===== config.mk =====
export PLATFORM = sky130hd
export DESIGN_NAME = lamp_ramp_sequencer
export DESIGN_NICKNAME = d
export VERILOG_FILES = /design/src/rtl/lamp_ramp_sequencer.sv
export SDC_FILE = /design/constraint.sdc
export NUM_CORES = 1
export LEC_CHECK = 0
export ABC_CLOCK_PERIOD_IN_PS = 3100
export CAP_MARGIN = 20
export CORE_UTILIZATION = 45
export DETAILED_ROUTE_END_ITERATION = 7
export PLACE_DENSITY = 0.68
export REMOVE_ABC_BUFFERS = 1
export SLEW_MARGIN = 30
export SYNTH_ARGS = -nofsm -noshare
export SYNTH_HDL_FRONTEND = slang
export SYNTH_SLANG_ARGS = --single-unit

===== constraint.sdc =====
create_clock -name clk -period 3.1 [get_ports clk]
set_input_delay 0.465 -clock clk [delete_from_list [all_inputs] [get_ports clk]]
set_output_delay 0.465 -clock clk [all_outputs]
set_load 0.1 [all_outputs]

===== src/rtl/lamp_ramp_sequencer.sv =====
// Steps a thermometer-coded lamp bank and a shade motor toward a requested target,
// one step per dwell period (lamps first, then shade) to limit inrush and motor slam.
module lamp_ramp_sequencer #(
    parameter int LAMPS       = 15,
    parameter int STEP_CYCLES = 4
) (
    input  logic             clk,
    input  logic             rst,
    input  logic             req_valid,
    output logic             req_ready,
    input  logic [3:0]       req_lightnum,
    input  logic [3:0]       req_wshade,
    output logic [LAMPS-1:0] lamp_on,
    output logic [3:0]       shade_pos,
    output logic             shade_step_up,
    output logic             shade_step_dn,
    output logic             busy,
    output logic             done
);

    localparam int               CW         = $clog2(LAMPS + 1);
    localparam logic [CW-1:0]    LAMPS_C    = CW'(LAMPS);
    localparam logic [CW-1:0]    CNT_ONE    = CW'(32'd1);
    localparam logic [7:0]       DWELL_LAST = 8'(STEP_CYCLES - 1);

    typedef enum logic [1:0] {
        IDLE = 2'd0,
        RAMP = 2'd1,
        DONE = 2'd2
    } state_t;

    state_t            state_r;
    logic [7:0]        dwell_r;
    logic [CW-1:0]     lamp_cnt_r;
    logic [CW-1:0]     tgt_l_r;
    logic [3:0]        tgt_s_r;
    logic [3:0]        shade_pos_r;
    logic [LAMPS-1:0]  lamp_on_r;
    logic              step_up_r;
    logic              step_dn_r;
    logic              busy_r;
    logic              done_r;
    logic              lamp_match_s;
    logic              shade_match_s;

    // Lamp k is lit iff k < cnt, so ramp-down always drops the highest lamp first.
    function automatic logic [LAMPS-1:0] therm_f(input logic [CW-1:0] cnt);
        logic [LAMPS-1:0] v;
        v = {LAMPS{1'b0}};
        for (int k = 0; k < LAMPS; k++) begin
            v[k] = (k < int'(cnt));
        end
        return v;
    endfunction

    assign lamp_match_s  = (lamp_cnt_r == tgt_l_r);
    assign shade_match_s = (shade_pos_r == tgt_s_r);
    assign req_ready     = (state_r == IDLE);

    assign lamp_on       = lamp_on_r;
    assign shade_pos     = shade_pos_r;
    assign shade_step_up = step_up_r;
    assign shade_step_dn = step_dn_r;
    assign busy          = busy_r;
    assign done          = done_r;

    // Sequencer FSM: accept target, step once per dwell period, pulse done.
    always_ff @(posedge clk) begin
        if (rst) begin
            state_r     <= IDLE;
            dwell_r     <= 8'd0;
            lamp_cnt_r  <= {CW{1'b0}};
            tgt_l_r     <= {CW{1'b0}};
            tgt_s_r     <= 4'd0;
            shade_pos_r <= 4'd0;
            lamp_on_r   <= {LAMPS{1'b0}};
            step_up_r   <= 1'b0;
            step_dn_r   <= 1'b0;
            busy_r      <= 1'b0;
            done_r      <= 1'b0;
        end else begin
            step_up_r <= 1'b0;
            step_dn_r <= 1'b0;
            done_r    <= 1'b0;
            case (state_r)
                IDLE: begin
                    if (req_valid) begin
                        if (int'(req_lightnum) > LAMPS) begin
                            tgt_l_r <= LAMPS_C;
                        end else begin
                            tgt_l_r <= CW'(req_lightnum);
                        end
                        tgt_s_r <= req_wshade;
                        dwell_r <= 8'd0;
                        busy_r  <= 1'b1;
                        state_r <= RAMP;
                    end else begin
                        busy_r  <= 1'b0;
                    end
                end
                RAMP: begin
                    if (lamp_match_s && shade_match_s) begin
                        dwell_r <= 8'd0;
                        done_r  <= 1'b1;
                        state_r <= DONE;
                    end else if (dwell_r == DWELL_LAST) begin
                        dwell_r <= 8'd0;
                        // Lamps take priority; the shade only moves once lamps are on target.
                        if (!lamp_match_s) begin
                            if (lamp_cnt_r < tgt_l_r) begin
                                lamp_cnt_r <= lamp_cnt_r + CNT_ONE;
                                lamp_on_r  <= therm_f(lamp_cnt_r + CNT_ONE);
                            end else begin
                                lamp_cnt_r <= lamp_cnt_r - CNT_ONE;
                                lamp_on_r  <= therm_f(lamp_cnt_r - CNT_ONE);
                            end
                        end else if (shade_pos_r < tgt_s_r) begin
                            shade_pos_r <= shade_pos_r + 4'd1;
                            step_up_r   <= 1'b1;
                        end else begin
                            shade_pos_r <= shade_pos_r - 4'd1;
                            step_dn_r   <= 1'b1;
                        end
                    end else begin
                        dwell_r <= dwell_r + 8'd1;
                    end
                end
                DONE: begin
                    busy_r  <= 1'b0;
                    state_r <= IDLE;
                end
                default: begin
                    dwell_r <= 8'd0;
                    busy_r  <= 1'b0;
                    state_r <= IDLE;
                end
            endcase
        end
    end

endmodule


# --- Word-level counts from Yosys, hierarchy flattened ---
# Cells that the tools add are included.
word_totals:
  reg_bits: 45
  inputBits: 11
  output_inout_bits: 24
  elab_cells: 84
classes:
  addsub: 5
  n_lt_le_gt_ge: 32
  eq_ne: 7
  mux: 15
  n_bitwise: 5
  reduce_logical: 9
ops:
  columns: ["op", "count"]
  rows:
  - ["less-than comparator 4 bit, first input constant", 14]
  - ["less-than comparator 3 x 4 -> 1 bit, first input constant", 8]
  - ["2-to-1 mux 8 bit", 3]
  - ["one-hot mux 8 bit (3 select lines)", 1]
  - ["less-than comparator 1 x 4 -> 1 bit, first input constant", 4]
  - ["less-than comparator 2 x 4 -> 1 bit, first input constant", 4]
  - ["2-to-1 mux 15 bit", 1]
  - ["adder 4 x 1 -> 4 bit, second input constant", 2]
  - ["adder 8 x 1 -> 8 bit, second input constant", 1]
  - ["equality test 4 bit", 2]
  - ["equality test 8 x 2 -> 1 bit, second input constant", 1]
  - ["less-than comparator 4 bit", 2]
  - ["2-to-1 mux 4 bit", 2]
  - ["AND reduction 4 bit", 2]
  - ["subtractor 4 x 1 -> 4 bit, second input constant", 2]
  - ["AND reduction 2 bit", 3]
  - ["inverter 1 bit", 5]
  - ["OR reduction 5 bit", 1]
  - ["2-to-1 mux 1 bit", 4]
  - ["2-to-1 mux 2 bit", 2]
  - ["!= test 2 bit, second input constant", 2]
  - ["one-hot mux 2 bit (2 select lines)", 1]
  - ["equality test 2 x 1 -> 1 bit, second input constant", 1]
  - ["equality test 2 bit, second input constant", 1]
  - ["other kinds (4)", 4]

# --- Longest topological paths before layout ---
# Gate-level depths: netlist of run 1.
depth:
  ltp_word: 4
  depth_mapped: 11
  ltp_nobuf: 11

# --- Least setup slack after synthesis of run 1 ---
# OpenSTA, ideal clock, no wires.
synth_timing:
  path_type: "reg-to-reg"
  from: "register shade_pos_r[1] (netlist: shade_pos[1])"
  to: "register shade_pos_r[3] (netlist: shade_pos[3])"
  setup_ns: 0.136
  t_arrival_ns: 3.172
  required_ns: 2.964
  setup_slack_ns: -0.208
  stages_incl_launch_ff: 11
  n_path_buf: 0
  synth_period_minus_slack_ns: 3.308
  path_cell_list: "dfxtp_1 > ha_1 > nor2b_1 > o211ai_1 > nand2_1 > ha_1 > and3_1 > a211o_1 > and2_1 > a221oi_1 > o211ai_1"
synth_between:
  elab_chain_len: 4
  word_cells_on_any_way: 8
  classes_between: "add/sub: 2; order compare: 1; eq/ne: 1; mux: 1; bitwise: 1; reduce/logical: 2"
synth_lines:
  columns: ["element", "line_no", "rtl"]
  rows:
  - ["from (decl)", "37", "logic [3:0] shade_pos_r;"]
  - ["from (signal assigned)", "118", "shade_pos_r <= shade_pos_r + 4'd1;"]
  - ["from (signal assigned)", "121", "shade_pos_r <= shade_pos_r - 4'd1;"]
  - ["parallel branches: the longest is 4 deep, another holds subtractor 4 x 1 -> 4 bit", null, null]
# Parallel ways; which one is timed is not known.
# A chain may end at the register's enable or synchronous reset.

# --- Worst setup path in the final report of run 1 ---
# Same ends and word-level chain as after synthesis.

==> flow_metrics.env, run 1 <==
export IMPL_antenna_cells=0
export IMPL_critPathMaxStageDelay_ns=0.43
export IMPL_regToRegSetupSlack_ns=0.35
export IMPL_power_share_combinational=0.174
export IMPL_drt_pass1_iterations=4
export IMPL_routedWlPerCell_um=13.26
export IMPL_cts_tree="built"
export IMPL_regArea_um2=880.8
export IMPL_final_nets=366
export IMPL_multi_input_area_um2=1513
export IMPL_syn2layout_area_growth_pct=17.89
export IMPL_final_cell_mix="44 x dfxtp_1, 37 x nor2_1, 37 x nand2_1"
export IMPL_place_hpwl_um=4009
export IMPL_syn_inst=306
export IMPL_path_cells="ha_1 > nor2b_1 > o211ai_1 > nand2_1 > ha_1 > and3_1 > a211o_1 > and2_1 > a221oi_1 > o211ai_1"
export IMPL_cp_start_kind="register"
export IMPL_wirelength_um=5438
export IMPL_grt_busiest_layer="met2"
export IMPL_cts_root_buffer="clkbuf_8"
export IMPL_clockBufferDepth=2
export IMPL_holdWs_ns=0.4548
export IMPL_min_period_ns=2.753
export IMPL_p_sw_mw=0.3356
export IMPL_cp_arrival_ns=2.93
export IMPL_ioPinCount=35
export IMPL_ir_drop_v=0.0002358
export IMPL_max_freq_ghz=0.3632
export IMPL_cp_required_ns=3.27
export IMPL_clock_latency_ns=0.29
export IMPL_drv_slew=0
export IMPL_synth_flop_cell="dfxtp_1"
export IMPL_internal_power_mw=0.8942
export IMPL_viasPerCell=5.334
export IMPL_dr_first_iter_drc_count=165
export IMPL_maxCapViolCount=0
export IMPL_avgSynthCellArea_um2=8.276
export IMPL_clk_pin_slew_ns=0.08
export IMPL_finalHoldViolCount=0
export IMPL_drive_gt1_frac=0.1500
export IMPL_finClkSkew_ns=0.006214
export IMPL_num_fill_cells=552
export IMPL_finalWorstSetupSlack_ns=0.3468
export IMPL_use_met3=0.03810
export IMPL_p_sw_frac=0.2729
export IMPL_crit_type="reg -> reg"
export IMPL_cts_setup_buffers=0
export IMPL_drcViolationCount=0
export IMPL_holdBufCountCts=0
export IMPL_met1_usage=0.2391
export IMPL_ys_ff_latch=44
export IMPL_slew_headroom=0.5564
export IMPL_cts_resized=0
export IMPL_cp_max_fo=7
export IMPL_fin_crit_sh=0.8881
export IMPL_setup_violations=0
export IMPL_core_um2=5270
export IMPL_p_clk_frac=0.349
export IMPL_synth_edf_count=0
export IMPL_num_rows=26
export IMPL_grt_overflow_total=0
export IMPL_crit_slowest_cell="dfxtp_1"
export IMPL_critPathTopFamily="compound AO/OA/AOI/OAI gates"
export IMPL_dp_slack_ns=0.3579
export IMPL_use_met2=0.3500
export IMPL_grtUsageTotal=0.1984
export IMPL_power_density_nw_per_um2=411.9
export IMPL_layout_commonest_cell="dfxtp_1"
export IMPL_end_kind="register"
export IMPL_synth_seq_area_share=0.3478
export IMPL_cts_buffers=5
export IMPL_p_leak_nw=1.214
export IMPL_cts_sinks=44
export IMPL_hold_class="reg -> reg"
export IMPL_io_buffers=34
export IMPL_cts_max_level=2
export IMPL_die_area_um2=5931
export IMPL_place_congestion=0.8832
export IMPL_start_util=0.4805
export IMPL_synthDistinctLibCells=57
export IMPL_ant_nets=0
export IMPL_grt_pass1_vias=2168
export IMPL_status="complete, no violations"
export IMPL_worst_pin_slew_ns=0.6584
export IMPL_die_y_um=77.02
export IMPL_grt_pass1_wl_um=9501
export IMPL_ys_top_cells_by_area="dfxtp_1 35%, ha_1 7.4%, nand2_1 5.5%, nor2_1 5.5%, a21oi_1 4.2%"
export IMPL_ys_warn_count=0
export IMPL_async_reset_ff_frac=0
export IMPL_syn_area_um2=2532
export IMPL_crit_buf_inv=0
export IMPL_grt_max_degree=20
export IMPL_synth_top_area_cell="dfxtp_1"
export IMPL_synth_top_area_frac=0.3478
export IMPL_die_w_um=77.02
export IMPL_vias=2187
export IMPL_antenna_found_initial=0
export IMPL_pwr_share_seq=0.478
export IMPL_rsz0062_at_grt="no"
-- cell type report --
class,instances,share of cell area
clock buffer,6,0.02431
clock inverter,2,0.01174
inverter,11,0.01383
multi-input combinational,233,0.5067
sequential,44,0.2951
tap,70,0.02934
timing repair buffer,44,0.1190
-- metal layers --
layer / part of all wire / vias up / wire length (um)
met1: 0.48 / 985 / 2606
met3: 0.041 / 4 / 223
met4: 0.0099 / 0 / 54
li1: - / 1147 / -
met2: 0.47 / 51 / 2553
met5: 0 / - / 0
-- synthesized netlist by cell type (2+ instances only) --
master / n
o21bai_1: 3
nor2_1: 37
inv_1: 11
a221oi_1: 2
o2111ai_1: 2
nand3_1: 8
o32ai_1: 2
a211oi_2: 2
nand2_1: 37
a31oi_1: 3
dfxtp_1: 44
and3_1: 2
xor2_1: 7
o21ai_0: 12
ha_1: 15
clkbuf_1: 13
and2_1: 3
nand2b_1: 4
o22ai_1: 2
o211ai_1: 6
nor2b_1: 6
mux2i_1: 4
a311oi_1: 3
nor3_1: 8
buf_6: 2
o21a_1: 3
xnor2_1: 8
a21oi_1: 21
nor4b_1: 2
nand4_1: 7
-- metrics by stage --
stage | power [mW] | std cells | cell area [um2] | util | TNS (ns)
after floorplan | 0.7419 | 288 | 2435 | - | -0.2079
after global placement | 0.8093 | 402 | 2878 | 0.5461 | 0
after detailed placement | 0.8122 | 402 | 2878 | 0.5461 | 0
after CTS | 1.247 | 410 | 2985 | 0.5665 | 0
after global routing | 1.295 | 410 | 2985 | 0.5665 | 0
final | 1.230 | 410 | 2985 | 0.5665 | 0
-- kinds of logic after synthesis --
family          share of synthesized area
flops                              0.3478
compound gates                     0.1971
simple gates                       0.2461
fa+ha+maj                         0.08202
buf+inv                           0.05484
xor+xnor                          0.05188
mux                               0.02026
-- power groups by stage --
stage | combinational (mW) | sequential [mW] | clock [mW]
floorplan | 0.129 | 0.613 | 0
global placement | 0.209 | 0.600 | 0
detailed placement | 0.211 | 0.601 | 0
CTS | 0.213 | 0.588 | 0.446
global route | 0.235 | 0.590 | 0.470
finish | 0.214 | 0.588 | 0.429
-- path summary, 6_finish.rpt --
kind	start	endpoint	cells past startpoint
setup reg to reg	shade_pos[1]	shade_pos[3]	10
hold / removal	tgt_s_r[3]	tgt_s_r[3]	2
hold reg to reg	tgt_s_r[3]	tgt_s_r[3]	2
setup / recovery	shade_pos[1]	shade_pos[3]	10
-- worst register-to-register path: stages (launching register included) --
cell and delay [ns]:
dfxtp_1 0.43, ha_1 0.27, nor2b_1 0.13, o211ai_1 0.21
nand2_1 0.21, ha_1 0.38, and3_1 0.21, a211o_1 0.29
and2_1 0.14, a221oi_1 0.25, o211ai_1 0.12
-- state kept, by name (all words and copies together) (netlist names) --
signal         count
busy               1
done               1
dwell_r            8
lamp_cnt_r         3
lamp_on           15
shade_pos          4
shade_step_dn      1
shade_step_up      1
state_r            2
tgt_l_r            4
tgt_s_r            4
Power figures use the tool's default switching activity.
==> run 2, diff against run 1 <==
- CTS_CLUSTER_DIAMETER: default -> 150
==> results of run 2 <==
The final DEF is identical to that of run 1; final timing and power are the same.
==> run 3, diff against run 2 <==
- ABC_CLOCK_PERIOD_IN_PS: 3100 -> 2300
- PLACE_DENSITY: 0.68 -> 0.7
- clock period: 3.1 -> 2.3 ns (I/O delays scaled with it)
==> run 3 against run 2 <==
Effect of this change: the run now ends with setup timing left; first-iteration DRC count decreased by 42%; clock power increased by 18%; sequential power increased by 35%; core utilization increased by 5.2 points; sequential share of layout area decreased by 2.3 points; cell count increased by 5.6%; critical path type unchanged.
==> flow_metrics.env, run 3 (synthesized netlist as in run 1, its figures left out) <==
export IMPL_cts_sinks=44
export IMPL_max_freq_ghz=0.4276
export IMPL_maxCapViolCount=0
export IMPL_setup_violations=1
export IMPL_syn2layout_area_growth_pct=28.66
export IMPL_final_cell_count_no_fill=433
export IMPL_power_density_nw_per_um2=504.6
export IMPL_final_util=0.6182
export IMPL_grt_busiest_layer="met2"
export IMPL_num_rows=26
export IMPL_min_period_ns=2.339
export IMPL_regArea_um2=885.9
export IMPL_use_met2=0.3509
export IMPL_vias=2402
export IMPL_cts_max_level=2
export IMPL_clockBufferDepth=2
export IMPL_grt_pass1_vias=2177
export IMPL_postLayoutCellArea_um2=3258
export IMPL_hold_class="reg -> reg"
export IMPL_grtUsageTotal=0.2047
export IMPL_clk_pin_slew_ns=0.09
export IMPL_fin_setup_tns_ns=-0.03884
export IMPL_num_fill_cells=505
export IMPL_finalHoldViolCount=0
export IMPL_cts_buffers=5
export IMPL_post_dp_cell_area_um2=3018
export IMPL_cp_arrival_ns=2.52
export IMPL_cp_start_kind="register"
export IMPL_antenna_found_initial=0
export IMPL_power_mw=1.644
export IMPL_rsz0062_at_grt="yes"
export IMPL_placedCellCount=419
export IMPL_wirelength_um=5959
export IMPL_status="finished, violations left"
export IMPL_die_w_um=77.02
export IMPL_core_um2=5270
export IMPL_drt_pass1_iterations=4
export IMPL_dp_slack_ns=-0.2607
export IMPL_final_cell_mix="54 x buf_4, 40 x dfxtp_1, 37 x nor2_1"
export IMPL_met1_usage=0.2518
export IMPL_end_kind="register"
export IMPL_routedWlPerCell_um=13.76
export IMPL_ioPinCount=35
export IMPL_final_nets=389
export IMPL_dr_first_iter_drc_count=96
export IMPL_slew_headroom=0.6067
export IMPL_die_area_um2=5931
export IMPL_multi_input_area_um2=1592
export IMPL_ant_nets=0
export IMPL_violations="setup timing"
export IMPL_finalWorstSetupSlack_ns=-0.03884
export IMPL_place_hpwl_um=4105
export IMPL_cp_required_ns=2.48
export IMPL_cp_max_fo=4
export IMPL_antenna_cells=0
export IMPL_largest_reg_flops=15
export IMPL_p_leak_nw=1.326
export IMPL_start_util=0.4805
export IMPL_grt_overflow_total=0
export IMPL_grt_pass1_wl_um=9763
export IMPL_cts_tree="built"
export IMPL_finClkSkew_ns=0.008813
export IMPL_drv_slew=0
export IMPL_viasPerCell=5.547
export IMPL_cts_root_buffer="clkbuf_8"
export IMPL_place_congestion=0.8529
export IMPL_layout_commonest_cell="buf_4"
export IMPL_crit_type="reg -> reg"
export IMPL_ir_drop_v=0.0004534
export IMPL_grt_max_degree=24
export IMPL_io_buffers=34
export IMPL_drcViolationCount=0
export IMPL_holdWs_ns=0.4560
export IMPL_use_met3=0.04405
export IMPL_fin_crit_sh=1.017
export IMPL_clock_latency_ns=0.30
export IMPL_drive_gt1_frac=0.2424
export IMPL_die_y_um=77.02
export IMPL_worst_pin_slew_ns=0.5888
[run 3: cell count changes in the layout (fill, tap and decap cells not counted), sizes merged]
cell and change:
buf +22, clkbuf +3, bufinv -1, clkinv -1
[run 3: per-layer routing]
| layer | up-vias | routed length, um |
|---|---|---|
| met5 | - | 0 |
| met4 | 0 | 102 |
| met3 | 14 | 288 |
| met1 | 1118 | 2683 |
| li1 | 1203 | - |
| met2 | 67 | 2886 |
[run 3: final timing paths]
| kind | start | cells past startpoint | slack, ns | end |
|---|---|---|---|---|
| max | tgt_s_r[1] | 11 | -0.04 | shade_pos[3] |
| min | tgt_s_r[2] | 2 | 0.46 | tgt_s_r[2] |
| max reg2reg | tgt_s_r[1] | 11 | -0.04 | shade_pos[3] |
| min reg2reg | tgt_s_r[2] | 2 | 0.46 | tgt_s_r[2] |
[run 3: final cells by class]
type	instances	share of cell area
Tap cell	70	0.02688
Multi-Input combinational cell	233	0.4885
Clock buffer	8	0.02765
Sequential cell	44	0.2719
Timing Repair Buffer	67	0.1724
Inverter	11	0.01267
[run 3: critical path: stages (launching register included)]
cell and delay [ns]:
dfxtp_2 0.34, inv_2 0.04, ha_4 0.20, nor2b_1 0.12
o211ai_1 0.23, nand2_2 0.16, ha_4 0.24, and3_4 0.16
a211o_1 0.26, and2_4 0.15, a221oi_2 0.21, o211ai_1 0.12
[run 3: what timing repair did]
item / in CTS / in global routing
pin swaps: 7 / 8
setup endpoints to repair: 1 / 4
gates resized for setup: 8 / 9
hold buffers: 0 / 0
gates cloned: 0 / 1
setup buffers: 2 / 3
[run 3: report_power, final]
part	internal (mW)	leakage, nW	total [mW]	switching (mW)
registers	0.780	0.358	0.793	0.0127
logic	0.142	0.922	0.346	0.204
clock network	0.245	0.0455	0.505	0.259
